$ cat src/rtl/pa_iu_div_ctrl.sv
// pa_iu_div_ctrl
// Sequencer for the IU radix-4 shift divider. Holds the operand registers
// the kernel works on, walks the kernel through its prepare/iterate phases,
// then applies sign correction and the RISC-V divide-by-zero result.

module pa_iu_div_ctrl (
   input  logic        cpurst_b,
   input  logic        div_clk,
   input  logic        div_start,
   input  logic [31:0] div_src0,
   input  logic [31:0] div_src1,
   input  logic        div_signed,
   input  logic        div_rem_sel,
   input  logic        div_flush,
   input  logic        div_iter_cmplt,
   input  logic [31:0] div_quotient_reg_updt,
   input  logic [31:0] div_remainder_reg_updt,
   output logic        div_prepare_src0,
   output logic        div_prepare_src1,
   output logic        div_iterating,
   output logic [4:0]  div_ff1_res,
   output logic [31:0] div_divisor_reg,
   output logic [31:0] div_quotient_reg,
   output logic [31:0] div_remainder_reg,
   output logic        div_idle,
   output logic        div_cmplt,
   output logic [31:0] div_result
);

   typedef enum logic [2:0] {
      IDLE  = 3'd0,
      PREP0 = 3'd1,
      PREP1 = 3'd2,
      ITER  = 3'd3,
      FIX   = 3'd4,
      DONE  = 3'd5
   } div_state_t;

   div_state_t  div_state;
   logic        src0_neg;
   logic        src1_neg;
   logic        rem_sel_q;
   logic [31:0] src0_abs;
   logic [31:0] src1_abs;
   logic [31:0] quo_fixed;
   logic [31:0] rem_fixed;
   logic [31:0] ff1_src;
   logic [4:0]  ff1_idx;

   // Operand magnitudes; unsigned operations take the raw bits as-is.
   always_comb begin
      src0_abs = (div_signed && div_src0[31]) ? (32'd0 - div_src0) : div_src0;
      src1_abs = (div_signed && div_src1[31]) ? (32'd0 - div_src1) : div_src1;
   end

   // Sign-corrected results; the remainder follows the dividend sign.
   always_comb begin
      quo_fixed = (src0_neg ^ src1_neg) ? (32'd0 - div_quotient_reg) : div_quotient_reg;
      rem_fixed = src0_neg ? (32'd0 - div_remainder_reg) : div_remainder_reg;
   end

   // Leading-one index of whichever operand is being prepared, 0 otherwise.
   always_comb begin
      ff1_src = div_prepare_src0 ? div_remainder_reg : div_divisor_reg;
      ff1_idx = 5'd0;
      for (int i = 0; i < 32; i++) begin
         if (ff1_src[i]) begin
            ff1_idx = i[4:0];
         end
      end
      div_ff1_res = (div_prepare_src0 || div_prepare_src1) ? ff1_idx : 5'd0;
   end

   // Control FSM with registered strobes, operand registers and result.
   always_ff @(posedge div_clk or negedge cpurst_b) begin
      if (!cpurst_b) begin
         div_state         <= IDLE;
         div_idle          <= 1'b1;
         div_cmplt         <= 1'b0;
         div_prepare_src0  <= 1'b0;
         div_prepare_src1  <= 1'b0;
         div_iterating     <= 1'b0;
         div_divisor_reg   <= 32'd0;
         div_quotient_reg  <= 32'd0;
         div_remainder_reg <= 32'd0;
         div_result        <= 32'd0;
         src0_neg          <= 1'b0;
         src1_neg          <= 1'b0;
         rem_sel_q         <= 1'b0;
      end else begin
         div_cmplt        <= 1'b0;
         div_prepare_src0 <= 1'b0;
         div_prepare_src1 <= 1'b0;
         div_iterating    <= 1'b0;
         if (div_flush) begin
            div_state <= IDLE;
            div_idle  <= 1'b1;
         end else begin
            case (div_state)
               IDLE: begin
                  if (div_start) begin
                     src0_neg          <= div_signed & div_src0[31];
                     src1_neg          <= div_signed & div_src1[31];
                     rem_sel_q         <= div_rem_sel;
                     div_remainder_reg <= src0_abs;
                     div_divisor_reg   <= src1_abs;
                     div_quotient_reg  <= 32'd0;
                     div_idle          <= 1'b0;
                     if (div_src1 == 32'd0) begin
                        div_result <= div_rem_sel ? div_src0 : 32'hFFFF_FFFF;
                        div_cmplt  <= 1'b1;
                        div_state  <= DONE;
                     end else begin
                        div_prepare_src0 <= 1'b1;
                        div_state        <= PREP0;
                     end
                  end
               end
               PREP0: begin
                  div_prepare_src1 <= 1'b1;
                  div_state        <= PREP1;
               end
               PREP1: begin
                  div_iterating <= 1'b1;
                  div_state     <= ITER;
               end
               ITER: begin
                  div_quotient_reg  <= div_quotient_reg_updt;
                  div_remainder_reg <= div_remainder_reg_updt;
                  if (div_iter_cmplt) begin
                     div_state <= FIX;
                  end else begin
                     div_iterating <= 1'b1;
                  end
               end
               FIX: begin
                  div_result <= rem_sel_q ? rem_fixed : quo_fixed;
                  div_cmplt  <= 1'b1;
                  div_state  <= DONE;
               end
               DONE: begin
                  div_idle  <= 1'b1;
                  div_state <= IDLE;
               end
               default: begin
                  div_idle  <= 1'b1;
                  div_state <= IDLE;
               end
            endcase
         end
      end
   end

endmodule

$ cat config.mk
export PLATFORM = sky130hd
export DESIGN_NAME = pa_iu_div_ctrl
export DESIGN_NICKNAME = d
export VERILOG_FILES = /design/src/rtl/pa_iu_div_ctrl.sv
export SDC_FILE = /design/constraint.sdc
export NUM_CORES = 1
export LEC_CHECK = 0
export ABC_CLOCK_PERIOD_IN_PS = 2920
export CAP_MARGIN = 20
export CORE_ASPECT_RATIO = 0.9
export CORE_MARGIN = 5
export CORE_UTILIZATION = 40
export CTS_CLUSTER_DIAMETER = 100
export DETAILED_ROUTE_END_ITERATION = 8
export HOLD_SLACK_MARGIN = 0.1
export PLACE_DENSITY = 0.69
export SLEW_MARGIN = 10
export SYNTH_ARGS = -nofsm -noshare
export SYNTH_HDL_FRONTEND = slang
export SYNTH_SLANG_ARGS = --single-unit
$ cat constraint.sdc
create_clock -name div_clk -period 2.92 [get_ports div_clk]
set_input_delay 0.584 -clock div_clk [delete_from_list [all_inputs] [get_ports div_clk]]
set_output_delay 0.584 -clock div_clk [all_outputs]
set_load 0.02 [all_outputs]
; ---- After elaboration in Yosys (flattened, before gate mapping)
; Cells that the tools add are included.
[op_classes]
n_eq_ne = 9
addsub = 4
reduce_logical = 13
bitwise = 4
n_mux = 67
[ops]
columns = op, count
row1 = $mux 32, 11
row2 = $pmux 32 s2, 3
row3 = $mux 5, 30
row4 = $sub 1x32->32 const A, 4
row5 = $logic_not 32->1, 1
row6 = $pmux 3 s5, 1
row7 = $mux 1, 14
row8 = $mux 3, 4
row9 = $eq 3x2->1 const B, 2
row10 = $ne 3x3->1 const B, 2
row11 = $pmux 1 s2, 3
row12 = $reduce_and 3->1, 2
row13 = $ne 2x2->1 const B, 2
row14 = $reduce_and 2->1, 2
row15 = $reduce_and 4->1, 1
row16 = $reduce_bool 2->1, 2
row17 = $reduce_or 4->1, 1
row18 = $eq 3x1->1 const B, 1
row19 = $eq 3x3->1 const B, 1
row20 = $logic_not 3->1, 1
row21 = $and 1x1->1, 2
row22 = $logic_and 1x1->1, 2
row23 = $mux 2, 1
row24 = $ne 2x1->1 const B, 1
row25 = 3 further kinds, 3
[word_totals]
out_inout_bits = 138
wordCells = 110
regBits = 139
inputBits = 135

; ---- Longest topological paths before layout
[logic_depth]
word_depth = 33
mapped_depth = 11
depth_no_buf = 8

; ---- Least setup slack after synthesis
; No wires, ideal clock.
[synth_path]
path_type = register to output
startpoint = register div_prepare_src0
endpoint = output div_ff1_res[0]
path_slack_ns = 0.075
arrival_time_ns = 2.261
path_stages_with_launch = 9
path_buffers = 3
path_cell_list = dfrtp_1 -> clkbuf_1 -> clkbuf_1 -> buf_1 -> nor4b_1 -> o21ai_0 -> a41oi_1 -> o21ai_0 -> a21oi_1
[synth_via]
elab_chain_cells = 33
[synth_rtl]
columns = item, line
row1 = start: declaration, 18  ; output logic div_prepare_src0,
row2 = start signal: assignment, 80  ; div_prepare_src0 <= 1'b0;
row3 = start signal: assignment, 92  ; div_prepare_src0 <= 1'b0;
row4 = start signal: assignment, 114  ; div_prepare_src0 <= 1'b1;
row5 = $mux 32, 64  ; ff1_src = div_prepare_src0 ? div_remainder_reg : div_divisor_reg;
row6 = $mux 1, 67  ; if (ff1_src[i]) begin
row7 = $mux 2, 67
row8 = $mux 5 (29 in series), 67
row9 = $mux 5 (*), 71  ; div_ff1_res = (div_prepare_src0 || div_prepare_src1) ? ff1_idx : 5'd0;
row10 = end: declaration, 21  ; output logic [4:0] div_ff1_res,
; Every way passes the cells marked *; elsewhere a longest branch is shown, timed or not.

; ---- Worst setup path after layout
[layout_path]
startpoint = register div_prepare_src0
endpoint = output div_ff1_res[1]
[layout_via]
elab_chain_cells = 32
[layout_rtl]
columns = item, line
row1 = $mux 32, 64
row2 = $mux 2, 67
row3 = $mux 5 (29 in series), 67
row4 = $mux 5 (*), 71
; Marked as above.

==> out/metrics.cfg <==
[worst_setup_path]
worstSetupPathType=reg -> out
endpoint_kind=output port
path_max_fanout=4
required_ns=2.34
cp.arrival_ns=2.40
cp-start-kind=flop

[floorplan]
ioPinCount=273
die_w_um=174
initial_utilization=0.404
core_area_um2=24100
die_area_um2=27600
die_y_um=158
core.rowCount=54

[timing]
min_period_ns=2.98
rsz0062_at_grt=true
finalSetupTns_ns=-0.0668
finalHoldViolCount=0
whs_ns=0.116
setup_slack_ns=-0.0629
fmax_mhz=335
relSlewSlack=0.526
setup_viol=2
drv_slew=0
post-route-period-util=1.02
clock_skew_ns=0.00920
worst_slew_pin_slew_ns=0.711

[synth]
synthArstFlopShare=1.00
synthFlopType=dfrtp_1
synth_edf_count=0
yosysSeqAreaShare=0.357
syn_area_um2=9740
syn_nets=1353
syn_area_per_cell_um2=8.02
synth-seq-cells=139
synth.distinct_cells=68
synth_cells=1214
yosysWarningCount=0

[cts]
clk_pin_slew_ns=0.06
clk_latency_ns=0.42
cts_buffers=17
cts_buffer_depth=2
cts_tree=done
root_buffer=clkbuf_16
htreeDepth=4
clock-sinks=139

[routing]
drt-total-wl_mm=37.8
dr.first_iter.drc_count=1001
wire_per_inst_um=19.9
vias_per_cell=5.75
ant_nets=0
drc=0
wl_met3_mm=2.85
dr.pass1.iters=6
wl_met2_mm=17.7
wl_met1_mm=16.3
vias=10900
routed.top_layer=met4

[job]
cap_violations=0

[final_layout]
area_delta_synth_final_pct=49.6
drive_gt1_frac=0.162
nets=1718

[pwr]
ir_worst_vdd_mv=0.471
leakagePower_uw=0.00612
pwr_density_cell_nw_per_um2=673

[global_route]
track_usage=0.263
antenna_found_initial=2
grt_max_degree=66
overflow=0
grt_first_pass_wirelength_mm=58.0
grt_pass1_vias=10500

[placed_design]
hpwlAfterDp_mm=29.1
place.port_buffers=272
gp_congestion=0.970

[status]
violations=setup timing
outcome=finished, violations left

[hold_path]
holdCritPathClass=in -> async

-- cell families after synthesis --
logic type,share of synthesized area
AO/OA/AOI/OAI,0.220
XOR/XNOR,0.0989
adder cells (fa/ha/maj),0.00514
buffers and inverters,0.0445
flip-flops,0.357
multiplexers,0.0258
AND/OR/NAND/NOR,0.248
-- final cells by class --
class | instances | area [µm²]
tap | 308 | 385
clock inverter | 11 | 171
multi-input combinational | 971 | 6060
antenna | 2 | 5.00
fill | 2091 | 9560
timing repair buffer | 429 | 3940
sequential | 139 | 3480
clock buffer | 19 | 443
inverter | 21 | 83.8
-- synthesized netlist by cell type (3+ instances only) --
library cell | count | area share
a211oi_1 | 12 | 0.0093
a21o_1 | 5 | 0.0039
a21oi_1 | 65 | 0.033
a221o_1 | 8 | 0.0082
a31oi_1 | 22 | 0.014
a41oi_1 | 8 | 0.0072
and2_1 | 5 | 0.0032
buf_1 | 7 | 0.0027
buf_2 | 6 | 0.0031
buf_6 | 4 | 0.0046
clkbuf_1 | 66 | 0.025
dfrtp_1 | 138 | 0.35
ha_1 | 4 | 0.0051
inv_1 | 19 | 0.0073
mux2i_1 | 24 | 0.025
nand2_1 | 180 | 0.069
nand2b_1 | 10 | 0.0064
nand3_1 | 44 | 0.023
nand3b_1 | 3 | 0.0023
nand4_1 | 4 | 0.0026
nor2_1 | 112 | 0.043
nor2b_1 | 8 | 0.0051
nor3_1 | 53 | 0.027
nor3b_1 | 10 | 0.0077
nor4_1 | 14 | 0.0090
o21a_1 | 5 | 0.0039
o21ai_0 | 96 | 0.049
o21ai_1 | 7 | 0.0036
o21bai_1 | 3 | 0.0023
o221ai_1 | 12 | 0.011
o22ai_1 | 8 | 0.0051
o31ai_1 | 31 | 0.024
o41ai_1 | 17 | 0.015
o41ai_2 | 5 | 0.0084
or2_2 | 12 | 0.0077
or3_1 | 21 | 0.013
or4_1 | 15 | 0.012
or4_4 | 3 | 0.0035
xnor2_1 | 57 | 0.051
xor2_1 | 53 | 0.048
-- layer usage --
layer,vias up,GRT usage
met4,0,0.0682
met3,61,0.0626
li1,5121,-
met5,-,0
met1,5290,0.359
met2,454,0.426
-- report_power, final --
| part | switching (µW) | internal [µW] | leakage [µW] |
|---|---|---|---|
| logic | 2580 | 2120 | 0.00407 |
| clock network | 864 | 1440 | 0.000283 |
| registers | 468 | 2320 | 0.00177 |
-- per-stage QoR --
step / total power (µW) / utilization / std cells / cell area (µm²) / setup slack, ns
final: 9800 / 0.604 / 1900 / 14600 / -0.0629
after detailed placement: 7290 / 0.569 / 1865 / 13700 / -0.229
after global routing: 10300 / 0.604 / 1900 / 14600 / -0.121
after CTS: 9710 / 0.599 / 1898 / 14400 / -0.134
after floorplan: 5060 / - / 1214 / 9740 / 0.0746
after global placement: 7240 / 0.569 / 1865 / 13700 / -0.213
-- cell usage in the layout (no fill, tap or decap), types with 8 or more instances in the layout --
cell             instances
o221ai_1                12
nor3_1                  46
or3_1                   20
or2_2                   12
clkbuf_16               17
nor4_1                  14
a31oi_1                 19
nand3_1                 43
nor2_1                 110
o31ai_1                 27
nand2b_1                10
a211oi_1                11
inv_1                   19
a21oi_1                 62
buf_4                  153
xnor2_1                 56
o21ai_0                 92
nor2b_1                  8
or4_1                   15
a221o_1                  8
nand2_1                180
o41ai_1                 17
xor2_1                  53
dfrtp_1                137
mux2i_1                 24
clkdlybuf4s50_1        266
-- timing repair --
action                                  CTS  global route
pin swaps                                11             4
hold buffers                              0             0
hold endpoints to repair                  0             0
buffers inserted                          3             0
gates resized for setup                  49            22
endpoints found under the setup margin    5             6
-- critical path, cell delays in order, from the launching register on --
cell	delay, ns
dfrtp_2	0.43
buf_6	0.14
nor3b_1	0.15
a2bb2oi_1	0.15
or3_4	0.36
a31oi_4	0.19
o31ai_2	0.08
a221o_1	0.33
buf_6	0.14
-- worst paths after layout --
| path | from | to | slack, ns | depth (start not counted) |
|---|---|---|---|---|
| worst max register to register | div_remainder_reg[8] | div_result[25] | 0.21 | 7 |
| max in group asynchronous | cpurst_b | div_quotient_reg[29] | 2.03 | 2 |
| worst min-delay path | cpurst_b | div_result[5] | 0.12 | 1 |
| worst max-delay path | div_prepare_src0 | div_ff1_res[1] | -0.06 | 8 |
| min in group div_clk | div_result[14] | div_result[14] | 0.47 | 2 |
| worst min register to register | div_result[14] | div_result[14] | 0.47 | 2 |
No activity file was read; power rests on OpenSTA's default activity.
